[config.mk]
export PLATFORM = sky130hd
export DESIGN_NAME = boruss_fetch
export DESIGN_NICKNAME = d
export VERILOG_FILES = /design/src/rtl/boruss_fetch.sv
export SDC_FILE = /design/constraint.sdc
export NUM_CORES = 1
export LEC_CHECK = 0
export BUFFER_PORTS_ARGS = -buffer_cell sky130_fd_sc_hd__buf_4
export CAP_MARGIN = 20
export CORE_ASPECT_RATIO = 1.1
export CORE_MARGIN = 2
export CORE_UTILIZATION = 45
export DETAILED_ROUTE_END_ITERATION = 6
export PLACE_DENSITY = 0.77
export RECOVER_POWER = 100
export REMOVE_ABC_BUFFERS = 1
export SETUP_SLACK_MARGIN = 0.1
export SKIP_CTS_REPAIR_TIMING = 1
export SYNTH_ARGS = -nofsm -noshare
export SYNTH_HDL_FRONTEND = slang
export SYNTH_SLANG_ARGS = --single-unit
[constraint.sdc]
create_clock -name clk -period 2.5 [get_ports clk]
set_clock_uncertainty 0.1 [all_clocks]
set_input_delay 0.25 -clock clk [delete_from_list [all_inputs] [get_ports clk]]
set_output_delay 0.25 -clock clk [all_outputs]
set_load 0.005 [all_outputs]
[src/rtl/boruss_fetch.sv]
// boruss_fetch -- instruction fetch stage of the Boruss CPU.
//
// Walks the program ROM one byte per cycle, assembles 1- or 2-byte
// instructions and holds each one on a valid/ready handshake until execute
// accepts it. Execute can redirect the fetch PC at any time; a redirect
// discards whatever is partially fetched or being held.
//
// Two-byte encodings: opcode 4'b0000 with src 2'b01 (LOAD immediate), and
// every opcode 4'b1xxx (jump class). Everything else is a single byte.
//
// Optional feature macro: BORUSS_FETCH_JMP_FOLD_EN
//   When defined, an unconditional JMP (opcode 4'b1000) is resolved here:
//   its target byte is loaded straight into the PC and the JMP is never
//   presented to execute. When undefined, JMP is presented like any other
//   2-byte instruction and execute must redirect.
//
// Parameters:
//   RESET_PC        PC loaded on reset (default 8'h00)
// Ports:
//   clk             clock, rising edge
//   rst_n           asynchronous active-low reset
//   rom_addr        ROM address, driven only from the registered PC
//   rom_data        ROM read data for rom_addr, same cycle
//   instr_valid     a complete instruction is presented
//   instr_ready     execute accepts when instr_valid && instr_ready
//   instr_op        first instruction byte {opcode, dest, src}
//   instr_imm       second byte, 8'h00 for 1-byte instructions
//   instr_len2      1 = 2-byte instruction
//   instr_pc        address of instr_op
//   redirect_valid  load the PC from redirect_addr (highest priority)
//   redirect_addr   new fetch address

module boruss_fetch #(
  parameter logic [7:0] RESET_PC = 8'h00
) (
  input  logic       clk,
  input  logic       rst_n,
  output logic [7:0] rom_addr,
  input  logic [7:0] rom_data,
  output logic       instr_valid,
  input  logic       instr_ready,
  output logic [7:0] instr_op,
  output logic [7:0] instr_imm,
  output logic       instr_len2,
  output logic [7:0] instr_pc,
  input  logic       redirect_valid,
  input  logic [7:0] redirect_addr
);

  typedef enum logic [1:0] {
    F_OP  = 2'd0,
    F_IMM = 2'd1,
    HOLD  = 2'd2
  } state_t;

  state_t     state;
  logic [7:0] pc;

  // LOAD immediate (0000_xx_01) or any jump-class opcode carries a second byte.
  function automatic logic is_len2(input logic [7:0] op);
    return ((op[7:4] == 4'b0000) && (op[1:0] == 2'b01)) || op[7];
  endfunction

  // The ROM address never looks at instr_ready; it is the registered PC only.
  assign rom_addr = pc;

  always_ff @(posedge clk or negedge rst_n) begin
    if (!rst_n) begin
      state       <= F_OP;
      pc          <= RESET_PC;
      instr_valid <= 1'b0;
      instr_op    <= 8'h00;
      instr_imm   <= 8'h00;
      instr_len2  <= 1'b0;
      instr_pc    <= 8'h00;
    end else if (redirect_valid) begin
      // Redirect wins over everything. A same-cycle accept has already been
      // seen by execute on this edge, so dropping valid is all that's needed.
      pc          <= redirect_addr;
      state       <= F_OP;
      instr_valid <= 1'b0;
    end else begin
      case (state)
        // First byte: capture opcode and its address, decide on length.
        F_OP: begin
          instr_op <= rom_data;
          instr_pc <= pc;
          pc       <= pc + 8'd1;
          if (is_len2(rom_data)) begin
            instr_len2 <= 1'b1;
            state      <= F_IMM;
          end else begin
            instr_len2  <= 1'b0;
            instr_imm   <= 8'h00;
            instr_valid <= 1'b1;
            state       <= HOLD;
          end
        end

        // Second byte: immediate (or folded JMP target).
        F_IMM: begin
`ifdef BORUSS_FETCH_JMP_FOLD_EN
          if (instr_op[7:4] == 4'b1000) begin
            pc    <= rom_data;
            state <= F_OP;
          end else begin
            instr_imm   <= rom_data;
            pc          <= pc + 8'd1;
            instr_valid <= 1'b1;
            state       <= HOLD;
          end
`else
          instr_imm   <= rom_data;
          pc          <= pc + 8'd1;
          instr_valid <= 1'b1;
          state       <= HOLD;
`endif
        end

        // Present and wait; no fetch overlaps with the hold.
        HOLD: begin
          if (instr_ready) begin
            instr_valid <= 1'b0;
            state       <= F_OP;
          end
        end

        default: begin
          instr_valid <= 1'b0;
          state       <= F_OP;
        end
      endcase
    end
  end

endmodule

## Word-level counts from Yosys, hierarchy flattened

Index checks and enable logic that the tools add are counted.
Widths: inputs -> output; s select.

| word-level totals | value |
|---|---|
| input bits | 20 |
| word-level logic and storage cells | 38 |
| output and inout bits | 34 |
| flip-flop bits (word level) | 36 |

| operators by class | value |
|---|---|
| multiplexer cells | 13 |
| reductions and logical operators | 10 |
| bitwise gates (word level) | 1 |
| equal/unequal tests | 6 |
| add/sub/neg operators | 1 |

Operators by type and width:

| operator | number |
|---|---|
| $mux 8 | 3 |
| $pmux 8 s2 | 1 |
| $add 8x1->8 const B | 1 |
| $mux 2 | 3 |
| $ne 3x3->1 const B | 2 |
| $pmux 2 s3 | 1 |
| $eq 2x1->1 const B | 2 |
| $logic_not 4->1 | 1 |
| $mux 1 | 4 |
| $reduce_and 2->1 | 2 |
| $reduce_bool 2->1 | 2 |
| $pmux 1 s3 | 1 |
| $reduce_and 3->1 | 1 |
| $eq 2x2->1 const B | 1 |
| $logic_not 2->1 | 1 |
| $ne 2x2->1 const B | 1 |
| $reduce_or 2->1 | 1 |
| $logic_and 1x1->1 | 1 |
| $logic_or 1x1->1 | 1 |
| $not 1->1 | 1 |

## Depth between registers and ports, before layout

Gate-level depths: netlist of run 1.

| logic depth | value |
|---|---|
| word-level depth | 6 |
| mapped depth | 5 |
| mapped depth without buffers | 4 |

## Worst setup path after synthesis of run 1

OpenSTA, ideal clock, no wires.

| timing path | value |
|---|---|
| kind | register to register |
| from | reg state[1] |
| to | reg instr_op[0] |
| setup time | 125 ps |
| stages on the path, launching flop included | 4 |
| clock period less this slack | 1518 ps |
| data arrival time | 1293 ps |
| path slack | 982 ps |
| data required time | 2275 ps |
| buffers on the path | 1 |
| cell sequence | dfrtp_1 -> nor3_4 -> buf_4 -> mux2_2 |

| between the ends | value |
|---|---|
| word-level cells in the longest chain between the ends | 2 |

Ends and longest elaborated chain:

| item | line | text |
|---|---|---|
| from (decl) | 56 | `state_t state;` |
| from (signal assigned) | 69 | `state <= F_OP;` |
| from (signal assigned) | 80 | `state <= F_OP;` |
| from (signal assigned) | 91 | `state <= F_IMM;` |
| $logic_not 2->1 | 83 | `case (state)` |
| $reduce_and 2->1 (no source line) | n/a |  |
| to (signal assigned) | 86 | `instr_op <= rom_data;` |
| to (decl) | 42 | `output logic [7:0] instr_op,` |

Every way passes these cells.
A chain may end at the register's enable or synchronous reset.

## Worst setup path in the final report of run 1

| timing path | value |
|---|---|
| from | reg state[1] |
| to | reg instr_pc[5] |

| between the ends | value |
|---|---|
| word-level cells in the longest chain between the ends | 2 |

Ends and longest elaborated chain:

| item | line | text |
|---|---|---|
| $logic_not 2->1 | 83 |  |
| $reduce_and 2->1 (no source line) | n/a |  |
| to (signal assigned) | 87 | `instr_pc <= pc;` |
| to (decl) | 45 | `output logic [7:0] instr_pc,` |

Every way passes these cells.

==> key figures, run 1 <==
Run status
  • Status: finished clean

STA
  • Final Slew Violations: 0
  • Worst Tran Pin Value: around 870 ps
  • F_max: between 0.4 and 0.5 GHz
  • Fin crit period: ~2100 ps
  • RSZ-0062 raised after global routing: no
  • Slew margin rel.: between 40% and 50%
  • Tcrit/Tclk final: 82.88%
  • Final hold violations: 0
  • Final setup TNS: 0 ps
  • Final setup violation count: 0

Global routing
  • First-pass GRT wire length: between 5 and 6 mm
  • Gr usage total: 19.35%
  • Initial antenna violation count: 0
  • Vias in the first global route: ~1200
  • Pin count of the biggest net entering global routing: 37
  • Total gr overflow: 0

Worst setup path
  • Critical path's largest stage delay: between 500 and 600 ps
  • Worst Path Arrival: ~2200 ps
  • CP bufs+invs: 1
  • Slowest cell on the critical path: dfrtp_1
  • Critical path class: reg2reg
  • Worst path required time: roughly 2600 ps
  • Crit end category: register
  • Setup crit end: instr_pc[5]$_DFFE_PN0P_
  • R2R Setup Slk: about 430 ps
  • Crit-path leading delay family: flip-flops
  • Worst Path Max Fanout: 12
  • R2R Path Start: state[1]$_DFFE_PN0P_
  • Worst r2r path cells: 3
  • Crit path cell chain: nor3_4, clkbuf_1, mux2_2
  • Reg2reg end: instr_pc[5]$_DFFE_PN0P_
  • Startpoint type of the worst setup path: register
  • Critical path origin: state[1]$_DFFE_PN0P_
  • Worst path depth: 3

Logic synthesis
  • Syn. warnings: 0
  • Mapped Area: 0.001622 mm^2
  • Avg Inst Size Synth: approximately 12 um^2
  • Yosys cell types: 32
  • Register area share after synthesis: a little under three fifths
  • Seq cells post-synth: 36
  • Synthesized instance count: between 100 and 150

Layout
  • Area growth from synthesis to layout: 30.02%
  • Final core occ: slightly above 60%
  • FF+latch area: around 900 um^2
  • Fillers: between 200 and 300
  • Fraction of layout cells with a size suffix above 1: 41.05%
  • Area of the multi-input gates: between 600 and 700 um^2
  • NumNets Final: 210
  • Antenna cell count: 0

Place
  • I/O Buffers: 53
  • Placer Congestion: between 0.7 and 0.8
  • Detailed Place HPWL: around 2.6 mm

Hold path
  • HP Class: in2reg

Clocking
  • Clk_lat worst skew: 340 ps
  • CTS tree: built
  • CTS Root Buffer Type: clkbuf_4
  • Inserted Clock Buffers: 5
  • CTS HTree Levels: 2
  • CTS clk-pin slew, worst paths: 100 ps
  • Clock sinks: 36
  • CTS Buffer Depth: 2

Routing
  • Routed wire length per instance: ~15 um
  • Post-Route WL: about 3.6 mm
  • Via count: 1265
  • DRT Pass-1 Iters: 4
  • Vias/cell: between 5 and 6
  • Residual DRC: 0
  • Antenna Nets Post-Route: 0
  • DRT iter0 DRCs: 32

Floorplanning
  • Die area: slightly above 0.004 mm^2
  • Chip height: between 60 and 70 um
  • Die width: 61.24 um
  • FP Rows: 22
  • IO Pins: 54
  • CORE AREA: between 0.003 and 0.004 mm^2
  • Initial Utilization: 47.89%

Power
  • PwrDens: ~800 mW/mm^2
  • Lkg Pwr: about 0.95 nW
  • Peak supply drop: between 400 and 500 uV

Run
  • Max-Cap Viols: 0
## placed cells by master (no fill, tap or decap)
| cell | instances |
|---|---|
| clkbuf_4 | 36 |
| dfrtp_1 | 36 |
| buf_4 | 18 |
| mux2_2 | 16 |
| o21ai_0 | 13 |
| nand2_1 | 9 |
| nand2b_1 | 7 |
| a22oi_1 | 7 |
| clkbuf_1 | 5 |
| a21oi_1 | 4 |
| nand3_1 | 4 |
| inv_1 | 3 |
| nor2_1 | 3 |
| o211ai_1 | 3 |
| or4_1 | 3 |
| xor2_1 | 3 |
| nand3b_1 | 2 |
| nand4b_1 | 2 |
| nor3_4 | 1 |
| nor4b_4 | 1 |
| or2_0 | 1 |
| nor3b_2 | 1 |
| o311a_2 | 1 |
| nand4_1 | 1 |
| nor3_1 | 1 |
| o311a_1 | 1 |
| and2b_2 | 1 |
| xnor2_1 | 1 |
| mux2i_1 | 1 |
| ha_1 | 1 |
| clkinv_2 | 1 |
| bufinv_16 | 1 |
| dlygate4sd3_1 | 1 |
| clkbuf_2 | 1 |
## cell families after synthesis
family / Yosys count / synth area share (%)
fa+ha+maj: 1 / 0.7715
flops: 36 / 55.56
xor+xnor: 4 / 2.161
compound gates: 29 / 11.19
simple gates: 37 / 14.97
buf+inv: 10 / 3.626
mux: 17 / 11.73
## metal layers
metal	share of wire [%]	vias to the layer above	GRT usage [%]
met5	0	-	0
met4	1.8	0	7.880
met3	4.3	7	5.825
met2	50	29	29.26
met1	44	634	25.53
li1	-	595	-
## worst min-delay path, stage by stage
cell	delay, ps
buf_4	80
nand2_1	40
o21ai_0	60
## through the flow
step / power [mW] / setup WS [ps] / instance area, um^2 / instances / hold WS, ps
after floorplan: 0.9928 / 850.0 / 1574 / 127 / -145.6
after global placement: 1.269 / 732.6 / 2039 / 229 / 123.3
after detailed placement: 1.293 / 677.9 / 2039 / 229 / 126.9
after CTS: 1.680 / 666.9 / 2116 / 237 / -236.2
after global routing: 1.750 / 287.4 / 2108 / 238 / 10.27
final: 1.643 / 428.1 / 2108 / 238 / 21.03
## report_power, final
group	switching, mW	internal [mW]	leakage (nW)
Sequential	0.107	0.708	0.435
Clock	0.187	0.210	0.0422
Combinational	0.169	0.261	0.476
Total	0.463	1.18	0.953
## worst min path at each step
stage | start | end | slack (ps) | cells after the start
final | redirect_addr[0] | rom_addr[0]$_DFFE_PN0P_ | 20 | 3
after floorplan | rst_n | instr_imm[0]$_DFFE_PN0P_ | -150 | 0
after global placement | rst_n | rom_addr[1]$_DFFE_PN0P_ | 120 | 1
after detailed placement | rst_n | rom_addr[2]$_DFFE_PN0P_ | 130 | 1
after CTS | rst_n | instr_len2$_DFFE_PN0P_ | -240 | 1
after global routing | redirect_addr[0] | rom_addr[0]$_DFFE_PN0P_ | 10 | 3
## layout make-up
type / instances / share of cell area (%)
Clock buffer: 6 / 1.958
Timing Repair Buffer: 55 / 18.87
Sequential cell: 36 / 42.73
Tap cell: 48 / 2.849
Multi-Input combinational cell: 88 / 31.39
Inverter: 3 / 0.5341
Clock inverter: 2 / 1.662
## flip-flops by register name, indices dropped and copies added (netlist names)
register and cells:
instr_imm 8, instr_op 8, instr_pc 8, rom_addr 8
state 2, instr_len2 1, instr_valid 1
## Yosys cell counts, drive strengths merged
library cell	number	area [um^2]
buf	6	43.79
a21oi	4	20.02
ha	1	12.51
nand3b	2	15.01
xnor2	1	8.760
mux2	16	180.2
nor4b	1	23.77
nor3b	1	12.51
nand2	9	33.78
nand3	4	20.02
o311a	2	21.27
nor3	2	21.27
or2	1	6.260
dfrtp	36	900.9
xor2	3	26.28
and2b	1	8.760
o21ai	13	65.06
nand2b	7	43.79
inv	3	11.26
mux2i	1	10.01
or4	3	22.52
a22oi	7	52.55
nor2	3	11.26
o211ai	3	22.52
nand4b	2	17.52
clkbuf	1	3.750
nand4	1	6.260
Power figures use the tool's default switching activity.
==> run 2: changes to the inputs <==
clock period = 2 ns   (was 2.5 ns; I/O delays follow)
==> run 2 against run 1 <==
  * Die area stayed put
  * Highest routed layer unchanged
  * Global-route usage increased by 0.35 points
  * Largest power group unchanged
  * Worst hold slack lost 9.5 ps
  * Clock power shrank 9.6%
==> key figures, run 2 (synthesized netlist as in run 1, its figures left out) <==
Run status
  • Status: finished clean

STA
  • F_max: 0.5589 GHz (+16%)
  • Tcrit/Tclk final: 89.46% (+6.6 points)
  • RSZ-0062 raised after global routing: no
  • Final Slew Violations: 0 (unchanged)
  • Final setup TNS: 0 ps (unchanged)
  • Worst Tran Pin Value: 868.5 ps (+0.3817 ps)
  • Final setup violation count: 0 (unchanged)
  • Slew margin rel.: 42.10% (about the same)
  • Final hold violations: 0 (unchanged)
  • Final WS setup: 210.8 ps (-217.3 ps)
  • Fin crit period: 1789 ps (-282.7 ps)

Routing
  • DRT Pass-1 Iters: 5 (+1)
  • Vias/cell: 5.221 (-1.8%)
  • Routed wire length per instance: 15.12 um (+1.2%)
  • Antenna Nets Post-Route: 0 (unchanged)
  • Residual DRC: 0 (unchanged)
  • DRT iter0 DRCs: 53 (+66%)
  • Via count: 1300 (+2.8%)
  • Post-Route WL: 3.766 mm (+5.8%)

Clocking
  • Inserted Clock Buffers: 5 (unchanged)
  • CTS Root Buffer Type: clkbuf_4
  • Clock sinks: 36 (unchanged)
  • Clk_lat worst skew: 340 ps (about the same)
  • CTS tree: built
  • CTS clk-pin slew, worst paths: 100 ps (about the same)
  • CTS Buffer Depth: 2 (unchanged)
  • CTS HTree Levels: 2 (unchanged)

Layout
  • Fraction of layout cells with a size suffix above 1: 39.80% (-1.3 points)
  • FF+latch area: 900.9 um^2 (unchanged)
  • Final core occ: 64.63% (+2.4 points)
  • Area of the multi-input gates: 653.1 um^2 (-1.3%)
  • Antenna cell count: 0 (unchanged)
  • Fillers: 290 (-1.4%)
  • Post-route cell area: 0.002188 mm^2 (+3.8%)
  • NumNets Final: 222 (+5.7%)
  • Most common cell after layout, fill and taps aside: clkbuf_4
  • Most frequent cells in the layout: 38 x clkbuf_4, 36 x dfrtp_1, 17 x buf_4
  • Area growth from synthesis to layout: 34.95%

Power
  • PwrDens: 886.3 mW/mm^2 (+14%)
  • Clk network pwr share: 18.5% (-5.7 points)
  • Int Pwr: 1.365 mW (+16%)
  • Lkg Pwr: 0.9890 nW (+3.7%)
  • Sw Ratio: 29.62% (+1.4 points)
  • Switching pwr: 0.5745 mW (+24%)
  • Logic pwr share: 29.0% (+2.8 points)
  • Seq pwr share: 52.5% (+2.9 points)
  • Peak supply drop: 571.7 uV (+40%)

Hold path
  • Hold endpoint: instr_imm[4]$_DFFE_PN0P_
  • Hold depth: 3 (unchanged)
  • HP Class: in2reg
  • Hold Crit Start: rom_data[4]

Place
  • Detailed Place HPWL: 2.655 mm (+1.4%)
  • I/O Buffers: 53 (unchanged)
  • Pre-CTS setup slack: 438.6 ps (-239.3 ps)
  • Placer Congestion: 0.7853 (+0.72%)
  • Area of placed instances: 0.002047 mm^2 (+0.37%)

Worst setup path
  • R2R Setup Slk: 210 ps (-220 ps)
  • Critical path class: reg2reg
  • Worst Path Max Fanout: 12 (unchanged)
  • Critical path origin: state[1]$_DFFE_PN0P_
  • Startpoint type of the worst setup path: register
  • Worst r2r path cells: 3 (unchanged)
  • Crit end category: register
  • R2R Path Start: state[1]$_DFFE_PN0P_
  • Reg2reg end: instr_pc[6]$_DFFE_PN0P_
  • Worst Path Arrival: 1920 ps (-270 ps)
  • Worst path required time: 2130 ps (-490 ps)

Floorplanning
  • FP Rows: 22 (unchanged)
  • Initial Utilization: 47.89% (unchanged)
  • Die width: 61.24 um (unchanged)
  • CORE AREA: 0.003386 mm^2 (unchanged)
  • Die area: 0.004100 mm^2 (unchanged)
  • IO Pins: 54 (unchanged)
  • Chip height: 66.96 um (unchanged)

Global routing
  • Total gr overflow: 0 (unchanged)
  • Pin count of the biggest net entering global routing: 37 (unchanged)
  • Vias in the first global route: 1189 (-1.6%)
  • Initial antenna violation count: 0 (unchanged)
  • First-pass GRT wire length: 5.782 mm (+0.24%)
  • Gr usage total: 19.70% (+0.35 points)

Run
  • Max-Cap Viols: 0 (unchanged)
-- run 2: cell count changes in the layout (fill, tap and decap cells not counted), sizes merged --
cell	change
clkbuf	+2
buf	-1
dlygate4sd3	+11
bufinv	-1
-- run 2: critical path, cell delays in order (launching register included) --
cell and delay (ps):
dfrtp_1 540, nor3_4 220, clkbuf_1 420, mux2_2 400
-- run 2: per-stage QoR --
stage	instances	total power [mW]	hold WS, ps
6_report	249	1.940	11.56
5_1_grt	249	2.070	3.039
4_1_cts	237	1.968	-303.3
3_5_place_dp	230	1.612	79.71
3_3_place_gp	230	1.580	74.92
2_1_floorplan	127	1.241	-195.6
-- run 2: worst max-delay path by stage --
stage                                    endpoint  cells past startpoint  slack, ps
after floorplan           instr_op[0]$_DFFE_PN0P_                      2        350
after global placement    rom_addr[7]$_DFFE_PN0P_                      3        480
after detailed placement  rom_addr[7]$_DFFE_PN0P_                      3        440
after CTS                 rom_addr[7]$_DFFE_PN0P_                      3        420
after global routing      instr_pc[6]$_DFFE_PN0P_                      3        100
final                     instr_pc[6]$_DFFE_PN0P_                      3        210
-- run 2: area by class of cell --
class | instances | area share (%)
clock buffer | 6 | 1.887
clock inverter | 1 | 0.2287
inverter | 3 | 0.5146
multi-input combinational | 88 | 29.85
sequential | 36 | 41.17
tap | 48 | 2.744
timing repair buffer | 67 | 23.61
-- run 2: power groups by stage --
stage | clock network [mW] | registers [mW] | logic (mW)
finish | 0.359 | 1.02 | 0.562
global route | 0.399 | 1.04 | 0.626
CTS | 0.368 | 1.02 | 0.576
detailed placement | 0 | 1.04 | 0.573
global placement | 0 | 1.02 | 0.555
floorplan | 0 | 1.02 | 0.216
-- run 2: metal layers --
| layer | track usage (%) | vias up | routed length (um) |
|---|---|---|---|
| met5 | 0 | - | 0 |
| met4 | 8.696 | 0 | 63 |
| met3 | 5.437 | 7 | 190 |
| met2 | 30.45 | 37 | 1928 |
| met1 | 25.41 | 634 | 1583 |
| li1 | - | 622 | - |
==> run 3: changes to the inputs <==
CORE_ASPECT_RATIO = not set   (was 1.1)
clock period = 1.85 ns   (was 2 ns; I/O delays follow)
==> run 3 against run 2 <==
  * The flow now finishes with violations (hold timing)
  * Non-clock buffer count is 1 higher
  * Routed wire length increased by 2.8%
  * Combinational power is 13% higher
  * Register-to-register slack worse by 20 ps
  * Critical path type unchanged
==> key figures, run 3 (synthesized netlist as in run 1, its figures left out) <==
STA
  • Tcrit/Tclk final: 89.53% (about the same)
  • Final setup violation count: 0 (unchanged)
  • F_max: 0.6038 GHz (+8.0%)
  • Final WS setup: 193.8 ps (-17.05 ps)
  • Final Slew Violations: 0 (unchanged)
  • Slew margin rel.: 41.78% (-0.32 points)
  • Worst Tran Pin Value: 873.3 ps (+4.760 ps)
  • Hold Slack: -18.62 ps (-30.18 ps)
  • Fin crit period: 1656 ps (-132.9 ps)
  • Final setup TNS: 0 ps (unchanged)
  • RSZ-0062 raised after global routing: no
  • Final hold violations: 1 (+1)

Floorplanning
  • Chip height: 64.03 um (-4.4%)
  • Die area: 0.004100 mm^2 (about the same)
  • IO Pins: 54 (unchanged)
  • CORE AREA: 0.003390 mm^2 (+0.11%)
  • Initial Utilization: 47.84% (-0.053 points)
  • FP Rows: 21 (-4.5%)
  • Die width: 64.03 um (+4.6%)

Layout
  • Antenna cell count: 0 (unchanged)
  • NumNets Final: 223 (+0.45%)
  • Fraction of layout cells with a size suffix above 1: 42.08% (+2.3 points)
  • Area of the multi-input gates: 661.9 um^2 (+1.3%)
  • Fillers: 267 (-7.9%)
  • FF+latch area: 900.9 um^2 (unchanged)
  • Fin cells: 248 (-0.40%)
  • Most common cell after layout, fill and taps aside: clkbuf_4
  • Area growth from synthesis to layout: 37.50%
  • Most frequent cells in the layout: 39 x clkbuf_4, 36 x dfrtp_1, 19 x buf_4

Place
  • Detailed Place HPWL: 2.698 mm (+1.6%)
  • Placed instance count: 229 (-0.43%)
  • I/O Buffers: 53 (unchanged)
  • Placer Congestion: 0.7424 (-5.5%)
  • Pre-CTS setup slack: 278.5 ps (-160.1 ps)

Worst setup path
  • Critical path class: reg2reg
  • Slowest cell on the critical path: dfrtp_1
  • Worst Path Arrival: 1780 ps (-140 ps)
  • Crit end category: register
  • Worst Path Max Fanout: 12 (unchanged)
  • Critical path's largest stage delay: 530 ps (about the same)
  • Crit path cell chain: nor3_4, clkbuf_2, mux2_2
  • CP bufs+invs: 1 (unchanged)
  • Startpoint type of the worst setup path: register
  • Crit-path leading delay family: flip-flops
  • Worst path required time: 1970 ps (-160 ps)

Global routing
  • First-pass GRT wire length: 6.313 mm (+9.2%)
  • Initial antenna violation count: 0 (unchanged)
  • Vias in the first global route: 1308 (+10%)
  • Total gr overflow: 0 (unchanged)
  • Gr usage total: 19.95% (+0.24 points)
  • Pin count of the biggest net entering global routing: 37 (unchanged)

Run
  • Max-Cap Viols: 0 (unchanged)

Routing
  • Vias/cell: 5.306 (+1.6%)
  • Via count: 1316 (+1.2%)
  • DRT Pass-1 Iters: 4 (-1)
  • Post-Route WL: 3.870 mm (+2.8%)
  • Antenna Nets Post-Route: 0 (unchanged)
  • DRT iter0 DRCs: 34 (-36%)
  • Routed wire length per instance: 15.60 um (+3.2%)
  • Residual DRC: 0 (unchanged)

Power
  • Lkg Pwr: 1.019 nW (+3.0%)
  • Peak supply drop: 568.6 uV (-0.55%)
  • PwrDens: 983.6 mW/mm^2 (+11%)

Clocking
  • CTS Root Buffer Type: clkbuf_4
  • CTS HTree Levels: 2 (unchanged)
  • Clock sinks: 36 (unchanged)
  • Clk_lat worst skew: 330 ps (about the same)
  • CTS tree: built
  • CTS Buffer Depth: 2 (unchanged)
  • CTS clk-pin slew, worst paths: 100 ps (about the same)
  • Inserted Clock Buffers: 5 (unchanged)

Run status
  • Violated checks: hold timing
  • Status: finished with violations

Hold path
  • HP Class: in2reg
## run 3: cell count changes in the layout (fill, tap and decap cells not counted), sizes merged
cell and change:
clkinv -1, buf +2
## run 3: stage by stage
| stage | instance area [um^2] | total power, mW | hold slack [ps] | utilization [%] |
|---|---|---|---|---|
| after CTS | 2117 | 2.213 | -309.3 | 62.46 |
| after floorplan | 1574 | 1.342 | -210.6 | - |
| after detailed placement | 2052 | 1.750 | 66.39 | 60.54 |
| after global placement | 2052 | 1.713 | 60.09 | 60.54 |
| final | 2230 | 2.193 | -18.62 | 65.78 |
| after global routing | 2230 | 2.336 | 3.676 | 65.78 |
## run 3: power breakdown
| group | internal (mW) | leakage [nW] | switching (mW) |
|---|---|---|---|
| combinational | 0.386 | 0.547 | 0.247 |
| sequential | 0.957 | 0.435 | 0.142 |
| clock | 0.216 | 0.0374 | 0.244 |
| total | 1.56 | 1.02 | 0.634 |
## run 3: layer usage
layer	track usage, %	vias up	wire length, um
li1	-	625	-
met1	25.67	654	1657
met2	31.90	35	2072
met3	5.106	2	113
met4	8.424	0	27
met5	0	-	0
## run 3: final cells by class
type	instances	share of cell area [%]
clock buffers	7	2.918
flip-flops and latches	36	40.40
multi-input cells	88	29.69
inverters	3	0.5051
well taps	46	2.581
repair buffers	68	23.91
## run 3: worst paths after layout
kind	cells after the start	slack (ps)	from	endpoint
setup / recovery	3	190	state[1]$_DFFE_PN0P_	instr_op[2]$_DFFE_PN0P_
hold / removal	3	-20	redirect_addr[4]	rom_addr[4]$_DFFE_PN0P_
setup reg to reg	3	190	state[1]$_DFFE_PN0P_	instr_op[2]$_DFFE_PN0P_
hold reg to reg	1	420	instr_op[6]$_DFFE_PN0P_	instr_op[6]$_DFFE_PN0P_
max in group asynchronous	2	700	rst_n	rom_addr[7]$_DFFE_PN0P_
min in group asynchronous	2	410	rst_n	instr_pc[3]$_DFFE_PN0P_
## run 3: worst reg2reg max path, stage by stage, from the launching register on
cell      delay [ps]
dfrtp_1          530
nor3_4           240
clkbuf_2         300
mux2_2           380
